--- src/rtl/wave_meter_pkg.sv ---
// Shared register map, control/status bit positions and detector state encoding
// for the wave_meter block.
package wave_meter_pkg;

  localparam logic [2:0] OffCtrl   = 3'd0;
  localparam logic [2:0] OffStatus = 3'd1;
  localparam logic [2:0] OffPeriod = 3'd2;
  localparam logic [2:0] OffPeaks  = 3'd3;
  localparam logic [2:0] OffHyst   = 3'd4;

  localparam int CtrlEnBit  = 0;
  localparam int CtrlClrBit = 1;
  localparam int StatPvBit  = 0;
  localparam int StatOvfBit = 1;

  typedef enum logic [1:0] {
    StSeek    = 2'd0,
    StRising  = 2'd1,
    StFalling = 2'd2
  } det_state_e;

  function automatic logic [31:0] sat_inc(input logic [31:0] v);
    return (v == 32'hFFFF_FFFF) ? v : v + 32'd1;
  endfunction

endpackage

--- src/rtl/wave_meter_if.sv ---
// Single-cycle valid/ready register bus used to reach the wave_meter CSRs.
interface wave_meter_if;
  logic        valid;
  logic        ready;
  logic [3:0]  wstrb;
  logic [31:0] addr;
  logic [31:0] wdata;
  logic [31:0] rdata;

  modport master (output valid, wstrb, addr, wdata, input ready, rdata);
  modport slave  (input valid, wstrb, addr, wdata, output ready, rdata);
endinterface

--- src/rtl/wave_meter_detect.sv ---
// Peak/trough detector with hysteresis; reports extreme events and the clock distance
// between successive maxima to the CSR block.
module wave_meter_detect
  import wave_meter_pkg::*;
(
  input  logic        clk,
  input  logic        resetn,
  input  logic        en_i,
  input  logic        clr_i,
  input  logic [7:0]  hyst_i,
  input  logic [7:0]  in_i,
  output logic        max_evt_o,
  output logic [7:0]  max_val_o,
  output logic        min_evt_o,
  output logic [7:0]  min_val_o,
  output logic        period_evt_o,
  output logic [31:0] period_val_o,
  output logic        ovf_set_o
);

  det_state_e  state_q, state_d;
  logic [7:0]  samp_q, samp_d, prev_q, prev_d;
  logic [7:0]  cur_max_q, cur_max_d, cur_min_q, cur_min_d;
  logic [31:0] cnt_q, cnt_d;
  logic        have_q, have_d;
  logic        rise_done, fall_done;

  // 9-bit sums so samp + hyst cannot wrap around
  assign rise_done = ({1'b0, samp_q} + {1'b0, hyst_i}) < {1'b0, cur_max_q};
  assign fall_done = {1'b0, samp_q} > ({1'b0, cur_min_q} + {1'b0, hyst_i});

  assign max_val_o    = cur_max_q;
  assign min_val_o    = cur_min_q;
  assign period_val_o = sat_inc(cnt_q);

  always_comb begin
    state_d      = state_q;
    samp_d       = samp_q;
    prev_d       = prev_q;
    cur_max_d    = cur_max_q;
    cur_min_d    = cur_min_q;
    cnt_d        = cnt_q;
    have_d       = have_q;
    max_evt_o    = 1'b0;
    min_evt_o    = 1'b0;
    period_evt_o = 1'b0;
    ovf_set_o    = 1'b0;
    if (en_i) begin
      samp_d = in_i;
      prev_d = samp_q;
      cnt_d  = sat_inc(cnt_q);
      case (state_q)
        StSeek: begin
          if (samp_q > prev_q) begin
            state_d   = StRising;
            cur_max_d = samp_q;
          end else if (samp_q < prev_q) begin
            state_d   = StFalling;
            cur_min_d = samp_q;
          end
        end
        StRising: begin
          if (rise_done) begin
            max_evt_o    = 1'b1;
            period_evt_o = have_q;
            have_d       = 1'b1;
            cnt_d        = '0;
            cur_min_d    = samp_q;
            state_d      = StFalling;
          end else if (samp_q > cur_max_q) begin
            cur_max_d = samp_q;
          end
        end
        StFalling: begin
          if (fall_done) begin
            min_evt_o = 1'b1;
            cur_max_d = samp_q;
            state_d   = StRising;
          end else if (samp_q < cur_min_q) begin
            cur_min_d = samp_q;
          end
        end
        default: state_d = StSeek;
      endcase
      ovf_set_o = (cnt_d == 32'hFFFF_FFFF);
    end else begin
      state_d = StSeek;
      cnt_d   = '0;
      have_d  = 1'b0;
    end
    // Clear wins over any event detected in the same cycle
    if (clr_i) begin
      state_d      = StSeek;
      cnt_d        = '0;
      have_d       = 1'b0;
      max_evt_o    = 1'b0;
      min_evt_o    = 1'b0;
      period_evt_o = 1'b0;
      ovf_set_o    = 1'b0;
    end
  end

  always_ff @(posedge clk or negedge resetn) begin
    if (!resetn) begin
      state_q   <= StSeek;
      samp_q    <= '0;
      prev_q    <= '0;
      cur_max_q <= '0;
      cur_min_q <= '0;
      cnt_q     <= '0;
      have_q    <= 1'b0;
    end else begin
      state_q   <= state_d;
      samp_q    <= samp_d;
      prev_q    <= prev_d;
      cur_max_q <= cur_max_d;
      cur_min_q <= cur_min_d;
      cnt_q     <= cnt_d;
      have_q    <= have_d;
    end
  end

endmodule

--- src/rtl/wave_meter.sv ---
// Waveform period/peak meter: CSR bus slave plus the wave_meter_detect detector.
// Define WAVE_METER_HYST_EN to make the hysteresis register writable.
module wave_meter
  import wave_meter_pkg::*;
(
  input logic         clk,
  input logic         resetn,
  wave_meter_if.slave bus,
  input logic [7:0]   in
);

  logic        ready_q, ready_d;
  logic [31:0] rdata_q, rdata_d;
  logic        en_q, en_d;
  logic [31:0] period_q, period_d;
  logic [7:0]  max_q, max_d, min_q, min_d;
  logic        pv_q, pv_d, ovf_q, ovf_d;
  logic [7:0]  hyst;
  logic [2:0]  off;
  logic        accept, wr, wr_byte0, clr;
  logic        max_evt, min_evt, period_evt, ovf_set;
  logic [7:0]  max_val, min_val;
  logic [31:0] period_val;
  logic        unused_bits;

  assign accept   = bus.valid & ~ready_q;
  assign wr       = accept & (|bus.wstrb);
  assign wr_byte0 = wr & bus.wstrb[0];
  assign off      = bus.addr[4:2];
  assign clr      = wr_byte0 & (off == OffCtrl) & bus.wdata[CtrlClrBit];

  assign unused_bits = ^{bus.addr[31:5], bus.addr[1:0], bus.wdata[31:2], bus.wstrb[3:1]};

`ifdef WAVE_METER_HYST_EN
  logic [7:0] hyst_q, hyst_d;

  always_comb begin
    hyst_d = hyst_q;
    if (wr_byte0 && off == OffHyst) hyst_d = bus.wdata[7:0];
  end

  always_ff @(posedge clk or negedge resetn) begin
    if (!resetn) hyst_q <= '0;
    else         hyst_q <= hyst_d;
  end

  assign hyst = hyst_q;
`else
  assign hyst = 8'h00;
`endif

  always_comb begin
    ready_d = accept;
    rdata_d = 32'h0;
    if (accept && bus.wstrb == 4'h0) begin
      case (off)
        OffCtrl:   rdata_d[CtrlEnBit] = en_q;
        OffStatus: begin
          rdata_d[StatPvBit]  = pv_q;
          rdata_d[StatOvfBit] = ovf_q;
        end
        OffPeriod: rdata_d = period_q;
        OffPeaks:  rdata_d = {16'h0, min_q, max_q};
        OffHyst:   rdata_d = {24'h0, hyst};
        default:   rdata_d = 32'h0;
      endcase
    end
  end

  always_comb begin
    en_d     = en_q;
    period_d = period_q;
    max_d    = max_q;
    min_d    = min_q;
    pv_d     = pv_q;
    ovf_d    = ovf_q;
    if (wr_byte0 && off == OffCtrl) en_d = bus.wdata[CtrlEnBit];
    if (clr) begin
      period_d = '0;
      max_d    = '0;
      min_d    = '0;
      pv_d     = 1'b0;
      ovf_d    = 1'b0;
    end else begin
      if (max_evt) max_d = max_val;
      if (min_evt) min_d = min_val;
      if (period_evt) begin
        period_d = period_val;
        pv_d     = 1'b1;
      end
      if (ovf_set) ovf_d = 1'b1;
    end
  end

  always_ff @(posedge clk or negedge resetn) begin
    if (!resetn) begin
      ready_q  <= 1'b0;
      rdata_q  <= '0;
      en_q     <= 1'b0;
      period_q <= '0;
      max_q    <= '0;
      min_q    <= '0;
      pv_q     <= 1'b0;
      ovf_q    <= 1'b0;
    end else begin
      ready_q  <= ready_d;
      rdata_q  <= rdata_d;
      en_q     <= en_d;
      period_q <= period_d;
      max_q    <= max_d;
      min_q    <= min_d;
      pv_q     <= pv_d;
      ovf_q    <= ovf_d;
    end
  end

  assign bus.ready = ready_q;
  assign bus.rdata = rdata_q;

  wave_meter_detect u_detect (
    .clk          (clk),
    .resetn       (resetn),
    .en_i         (en_q),
    .clr_i        (clr),
    .hyst_i       (hyst),
    .in_i         (in),
    .max_evt_o    (max_evt),
    .max_val_o    (max_val),
    .min_evt_o    (min_evt),
    .min_val_o    (min_val),
    .period_evt_o (period_evt),
    .period_val_o (period_val),
    .ovf_set_o    (ovf_set)
  );

endmodule

--- src/flat_wrapper.sv ---
// flat-port wrapper written by rule: the top's interface ports become plain ports
module wave_meter_flat import wave_meter_pkg::*;
  (clk, resetn, in, bus_valid, bus_wstrb, bus_addr, bus_wdata, bus_ready, bus_rdata);
  wave_meter_if bus_i ();
  input logic clk;
  input logic resetn;
  input logic [7:0] in;
  input wire logic [$bits(bus_i.valid)-1:0] bus_valid;
  input wire logic [$bits(bus_i.wstrb)-1:0] bus_wstrb;
  input wire logic [$bits(bus_i.addr)-1:0] bus_addr;
  input wire logic [$bits(bus_i.wdata)-1:0] bus_wdata;
  output wire logic [$bits(bus_i.ready)-1:0] bus_ready;
  output wire logic [$bits(bus_i.rdata)-1:0] bus_rdata;
  assign bus_i.valid = bus_valid;
  assign bus_i.wstrb = bus_wstrb;
  assign bus_i.addr = bus_addr;
  assign bus_i.wdata = bus_wdata;
  assign bus_ready = bus_i.ready;
  assign bus_rdata = bus_i.rdata;
  wave_meter u_core (.clk(clk), .resetn(resetn), .bus(bus_i), .in(in));
endmodule
--- config.mk ---
export PLATFORM = sky130hd
export DESIGN_NAME = wave_meter_flat
export DESIGN_NICKNAME = d
export VERILOG_FILES = /design/src/rtl/wave_meter_pkg.sv /design/src/rtl/wave_meter_if.sv /design/src/rtl/wave_meter_detect.sv /design/src/rtl/wave_meter.sv /design/src/flat_wrapper.sv
export SDC_FILE = /design/constraint.sdc
export NUM_CORES = 1
export LEC_CHECK = 0
export ABC_AREA = 1
export CAP_MARGIN = 15
export CORE_MARGIN = 2
export CORE_UTILIZATION = 50
export CTS_BUF_LIST = sky130_fd_sc_hd__clkbuf_16
export DETAILED_ROUTE_END_ITERATION = 8
export HOLD_SLACK_MARGIN = 0.15
export PLACE_DENSITY = 0.75
export SLEW_MARGIN = 20
export SYNTH_ARGS = -nofsm -noshare
export SYNTH_HDL_FRONTEND = slang
export SYNTH_SLANG_ARGS = --single-unit
--- constraint.sdc ---
create_clock -name clk -period 2.35 [get_ports clk]
set_input_delay 0.235 -clock clk [delete_from_list [all_inputs] [get_ports clk]]
set_output_delay 0.235 -clock clk [all_outputs]
set_load 0.005 [all_outputs]
==> impl_metrics.prom, run 1 <==
# TYPE chip_impl_metric gauge
chip_impl_metric{name="global_route.usage.total",unit="%"} 25.0
chip_impl_metric{name="gp_congestion",unit=""} 0.941
chip_impl_info{name="regToRegStartpoint",value="u_core.u_detect.samp_q[1]$_DFFE_PN0P_"} 1
chip_impl_metric{name="ffs_latches_synth",unit=""} 151
chip_impl_metric{name="fp-row-count",unit=""} 44
chip_impl_info{name="synthDominantAreaCellType",value="sky130_fd_sc_hd__dfrtp_1"} 1
chip_impl_metric{name="ctsHtreeMaxLevel",unit=""} 4
chip_impl_metric{name="synth-seq-area-share",unit="%"} 51.1
chip_impl_metric{name="finalSetupViolations",unit=""} 0
chip_impl_metric{name="drt-pass1-iter-count",unit=""} 5
chip_impl_metric{name="die_w",unit="µm"} 126
chip_impl_info{name="tritoncts",value="built"} 1
chip_impl_metric{name="met2_routed_wirelength",unit="mm"} 9.59
chip_impl_metric{name="fin_crit",unit="ns"} 2.18
chip_impl_metric{name="tritoncts_num_sinks",unit=""} 151
chip_impl_metric{name="maxSlewHeadroom",unit="%"} 65.5
chip_impl_metric{name="detailedPlace.worstSlack",unit="ns"} -0.224
chip_impl_info{name="timing_worst_setup_path_type",value="flop to flop"} 1
chip_impl_metric{name="critPathMaxFanout",unit=""} 16
chip_impl_info{name="route.top_layer_used",value="met4"} 1
chip_impl_metric{name="clkSlewWorstSetupHoldPaths",unit="ns"} 0.06
chip_impl_metric{name="drt-vias-per-instance",unit=""} 5.28
chip_impl_metric{name="synth_area",unit="mm²"} 0.00740
chip_impl_metric{name="die_area",unit="mm²"} 0.0158
chip_impl_metric{name="drtIter0Drc",unit=""} 571
chip_impl_metric{name="finalWirelength",unit="mm"} 18.7
chip_impl_metric{name="critical_path_arrival",unit="ns"} 2.52
chip_impl_metric{name="grt_pass1_wl",unit="mm"} 31.3
chip_impl_metric{name="max_freq",unit="GHz"} 0.460
chip_impl_metric{name="post_route_cells_drive_above_1_share",unit="%"} 9.07
chip_impl_metric{name="leakage",unit="nW"} 4.19
chip_impl_metric{name="finalClockSkew",unit="ns"} 0.00727
chip_impl_info{name="ys_top_cells_by_area",value="sky130_fd_sc_hd__dfrtp_1 51%, sky130_fd_sc_hd__nand2_1 16%, sky130_fd_sc_hd__nor2_1 6.2%"} 1
chip_impl_metric{name="antenna_diode_count",unit=""} 0
chip_impl_metric{name="tritoncts.num_buffers",unit=""} 17
chip_impl_info{name="critical_path_start",value="u_core.u_detect.samp_q[1]$_DFFE_PN0P_"} 1
chip_impl_metric{name="worst_path_largest_cell_delay",unit="ns"} 0.41
chip_impl_metric{name="wl_met3",unit="µm"} 785
chip_impl_metric{name="power.density",unit="mW/mm²"} 965
chip_impl_metric{name="largest_net_degree_at_the_start_of_global_routing",unit=""} 57
chip_impl_metric{name="yosysUniqueCellTypes",unit=""} 35
chip_impl_metric{name="final_hold_vio_count",unit=""} 0
chip_impl_metric{name="critical_path_required",unit="ns"} 2.69
chip_impl_info{name="setup_repair_after_global_routing_missed_its_margin",value="true"} 1
chip_impl_metric{name="die_y",unit="µm"} 126
chip_impl_info{name="critical-path-top-cell-by-count",value="sky130_fd_sc_hd__nand2_1"} 1
chip_impl_metric{name="detail_route.wirelength.met1",unit="mm"} 7.80
chip_impl_metric{name="slew_violations",unit=""} 0
chip_impl_metric{name="layout.core_utilization",unit="%"} 62.2
chip_impl_info{name="status",value="completed"} 1
chip_impl_info{name="critical_path.endpoint_type",value="flop"} 1
chip_impl_metric{name="final_antenna_net_count",unit=""} 0
chip_impl_info{name="cp-start-kind",value="flop"} 1
chip_impl_info{name="cts.root.buffer_cell",value="sky130_fd_sc_hd__clkbuf_16"} 1
chip_impl_metric{name="vias_in_the_first_global_route",unit=""} 6453
chip_impl_metric{name="worst_ir_drop_vdd",unit="V"} 0.000810
chip_impl_metric{name="grt_antenna_before_repair",unit=""} 0
chip_impl_metric{name="finish.net_count",unit=""} 1116
chip_impl_metric{name="numPortBuffers",unit=""} 52
chip_impl_metric{name="route.detailed.drc",unit=""} 0
chip_impl_metric{name="synth_top_area_share",unit="%"} 51.1
chip_impl_metric{name="worst_margin_slew",unit="ns"} 0.517
chip_impl_metric{name="cap_viol_max_count",unit=""} 0
chip_impl_info{name="min-delay-path-class",value="input port to async pin"} 1
chip_impl_metric{name="top_level_ports",unit=""} 112
chip_impl_info{name="critPathSlowestCell",value="sky130_fd_sc_hd__dfrtp_1"} 1
chip_impl_metric{name="setup_tns",unit="ns"} 0
chip_impl_info{name="crit_chain",value="buf_4 -> ha_1 -> a21oi_1 -> o21ai_0 -> nand2_1 -> o211ai_1 -> nand2_1 -> nand2_1 -> nor2_4 -> nand2_1 -> o21ai_0"} 1
chip_impl_metric{name="final.hold.worst_slack",unit="ns"} 0.330
chip_impl_metric{name="postSynthAreaPerCell",unit="µm²"} 7.90
chip_impl_metric{name="vias",unit=""} 6385
chip_impl_metric{name="design.core.area",unit="mm²"} 0.0145
chip_impl_metric{name="clock_tree.buffer_depth",unit=""} 2
chip_impl_metric{name="ys_warn_count",unit=""} 0
chip_impl_metric{name="source_to_sink_clock_delay_at_the_later_pin_of_the_worst_skew_pair",unit="ns"} 0.42
chip_impl_metric{name="worst_slack",unit="ns"} 0.174
chip_impl_metric{name="detailed_place_hpwl",unit="mm"} 12.7
chip_impl_metric{name="area_growth",unit="%"} 21.8
chip_impl_metric{name="mappedNetlistNets",unit=""} 1041
chip_impl_metric{name="leftover_overflow_at_the_end_of_global_routing",unit=""} 0
chip_impl_metric{name="timing.final.crit_share",unit="%"} 92.6
chip_impl_metric{name="post_route_total_power",unit="mW"} 8.69
chip_impl_metric{name="initial_core_util",unit="%"} 51.1
chip_impl_metric{name="netlist_instances",unit=""} 937
chip_impl_metric{name="avgRoutedWirePerCell",unit="µm"} 15.5
## synthesized netlist by cell type
master	n
sky130_fd_sc_hd__ha_1	25
sky130_fd_sc_hd__inv_1	72
sky130_fd_sc_hd__nand3b_1	1
sky130_fd_sc_hd__nand2_4	2
sky130_fd_sc_hd__o21bai_1	2
sky130_fd_sc_hd__inv_2	4
sky130_fd_sc_hd__o211ai_1	1
sky130_fd_sc_hd__nand2_2	3
sky130_fd_sc_hd__o21ai_1	16
sky130_fd_sc_hd__nand3_2	1
sky130_fd_sc_hd__xnor2_1	9
sky130_fd_sc_hd__o21ai_0	67
sky130_fd_sc_hd__buf_4	1
sky130_fd_sc_hd__clkbuf_1	13
sky130_fd_sc_hd__nand3_1	51
sky130_fd_sc_hd__nor2_1	123
sky130_fd_sc_hd__nand4_1	7
sky130_fd_sc_hd__buf_2	8
sky130_fd_sc_hd__buf_1	4
sky130_fd_sc_hd__a31oi_1	1
sky130_fd_sc_hd__nor2_4	5
sky130_fd_sc_hd__nor4_1	1
sky130_fd_sc_hd__a211oi_1	1
sky130_fd_sc_hd__nand2_1	319
sky130_fd_sc_hd__clkbuf_2	2
sky130_fd_sc_hd__xor2_1	5
sky130_fd_sc_hd__a22oi_1	1
sky130_fd_sc_hd__buf_6	3
sky130_fd_sc_hd__a311oi_1	1
sky130_fd_sc_hd__nor3_1	5
sky130_fd_sc_hd__o21ai_2	1
sky130_fd_sc_hd__o21a_1	1
sky130_fd_sc_hd__a21oi_1	26
sky130_fd_sc_hd__dfrtp_1	151
sky130_fd_sc_hd__nor2_2	4
## layer usage
layer | vias up | global-route usage [%]
li1 | 3128 | -
met1 | 3048 | 30.3
met2 | 160 | 43.8
met3 | 49 | 5.06
met4 | 0 | 9.67
met5 | - | 0
## area by class of cell
type	instances	area (µm²)
sequential	151	3780
clock buffer	17	425
tap	184	230
timing repair buffer	84	788
fill	1215	5470
clock inverter	15	225
inverter	76	285
multi-input combinational	682	3280
## registers in the layout (all words and copies together), names as in the netlist, 2 cells and up
| name | flops |
|---|---|
| u_core.bus.rdata | 32 |
| u_core.max_q | 8 |
| u_core.min_q | 8 |
| u_core.period_q | 32 |
| u_core.u_detect.cnt_q | 32 |
| u_core.u_detect.max_val_o | 8 |
| u_core.u_detect.min_val_o | 8 |
| u_core.u_detect.prev_q | 8 |
| u_core.u_detect.samp_q | 8 |
| u_core.u_detect.state_q | 2 |
## report_power, final
group / switching (mW) / leakage, nW / internal, mW
clock: 1.12 / 0.323 / 1.89
combinational: 1.55 / 1.86 / 0.840
sequential: 0.252 / 2.01 / 3.04
total: 2.92 / 4.19 / 5.77
## cells by family after synthesis
kind of cell,share of synthesized area [%]
xor+xnor,1.66
buf+inv,5.95
fa+ha+maj,4.23
flops,51.1
compound gates,8.30
simple gates,28.8
## cell usage in the layout (no fill, tap or decap), types with 7 or more instances in the layout
cell type	instances
sky130_fd_sc_hd__nand2_1	317
sky130_fd_sc_hd__dfrtp_1	150
sky130_fd_sc_hd__nor2_1	122
sky130_fd_sc_hd__inv_1	74
sky130_fd_sc_hd__o21ai_0	66
sky130_fd_sc_hd__nand3_1	51
sky130_fd_sc_hd__clkdlybuf4s50_1	51
sky130_fd_sc_hd__buf_4	28
sky130_fd_sc_hd__a21oi_1	26
sky130_fd_sc_hd__ha_1	24
sky130_fd_sc_hd__o21ai_1	17
sky130_fd_sc_hd__clkbuf_16	17
sky130_fd_sc_hd__nor2_4	12
sky130_fd_sc_hd__xnor2_1	9
sky130_fd_sc_hd__nand4_1	7
## final timing paths
path,end,cells after the start,slack [ns]
worst max-delay path,u_core.u_detect.min_val_o[3]$_DFFE_PN0P_,11,0.17
worst min register to register,u_core.bus.ready$_DFF_PN0_,1,0.47
worst max register to register,u_core.u_detect.min_val_o[3]$_DFFE_PN0P_,11,0.17
worst min-delay path,u_core.u_detect.cnt_q[10]$_DFF_PN0_,2,0.33
min in group clk,u_core.bus.ready$_DFF_PN0_,3,0.36
max in group asynchronous,u_core.period_q[19]$_DFFE_PN0P_,3,1.33
## metrics by stage
stage,cell area [µm²],std cells
finish,9010,1209
CTS,8900,1204
global placement,8230,1170
detailed placement,8230,1170
floorplan,7400,937
global route,9010,1209
## timing repair
item | 4_1_cts | 5_1_grt
buffers inserted | 0 | 3
resized for setup | 1 | 17
endpoints found under the hold margin | 50 | 0
hold buffers | 1 | 0
gates cloned | 1 | 2
pin swaps | 0 | 5
endpoints found under the setup margin | 32 | 55
## critical path: cells and delay by family, from the launching register on
kind / cells / cell delay (ns)
AOI/OAI and AO/OA: 4 / 0.50
adders and majority gates: 1 / 0.31
buffers and inverters: 1 / 0.18
DFF: 1 / 0.41
and+or+nand+nor: 5 / 0.69
No activity file was read; power rests on OpenSTA's default activity.
==> run 2, diff against run 1 <==
Settings changed: SLEW_MARGIN 20 to 5.
==> results of run 2 <==
The final DEF is identical to that of run 1; final timing and power are the same.
==> run 3, diff against run 2 <==
Settings changed: GPL_TIMING_DRIVEN from default to 1.
==> results of run 3 <==
The final DEF is identical to that of run 1; final timing and power are the same.
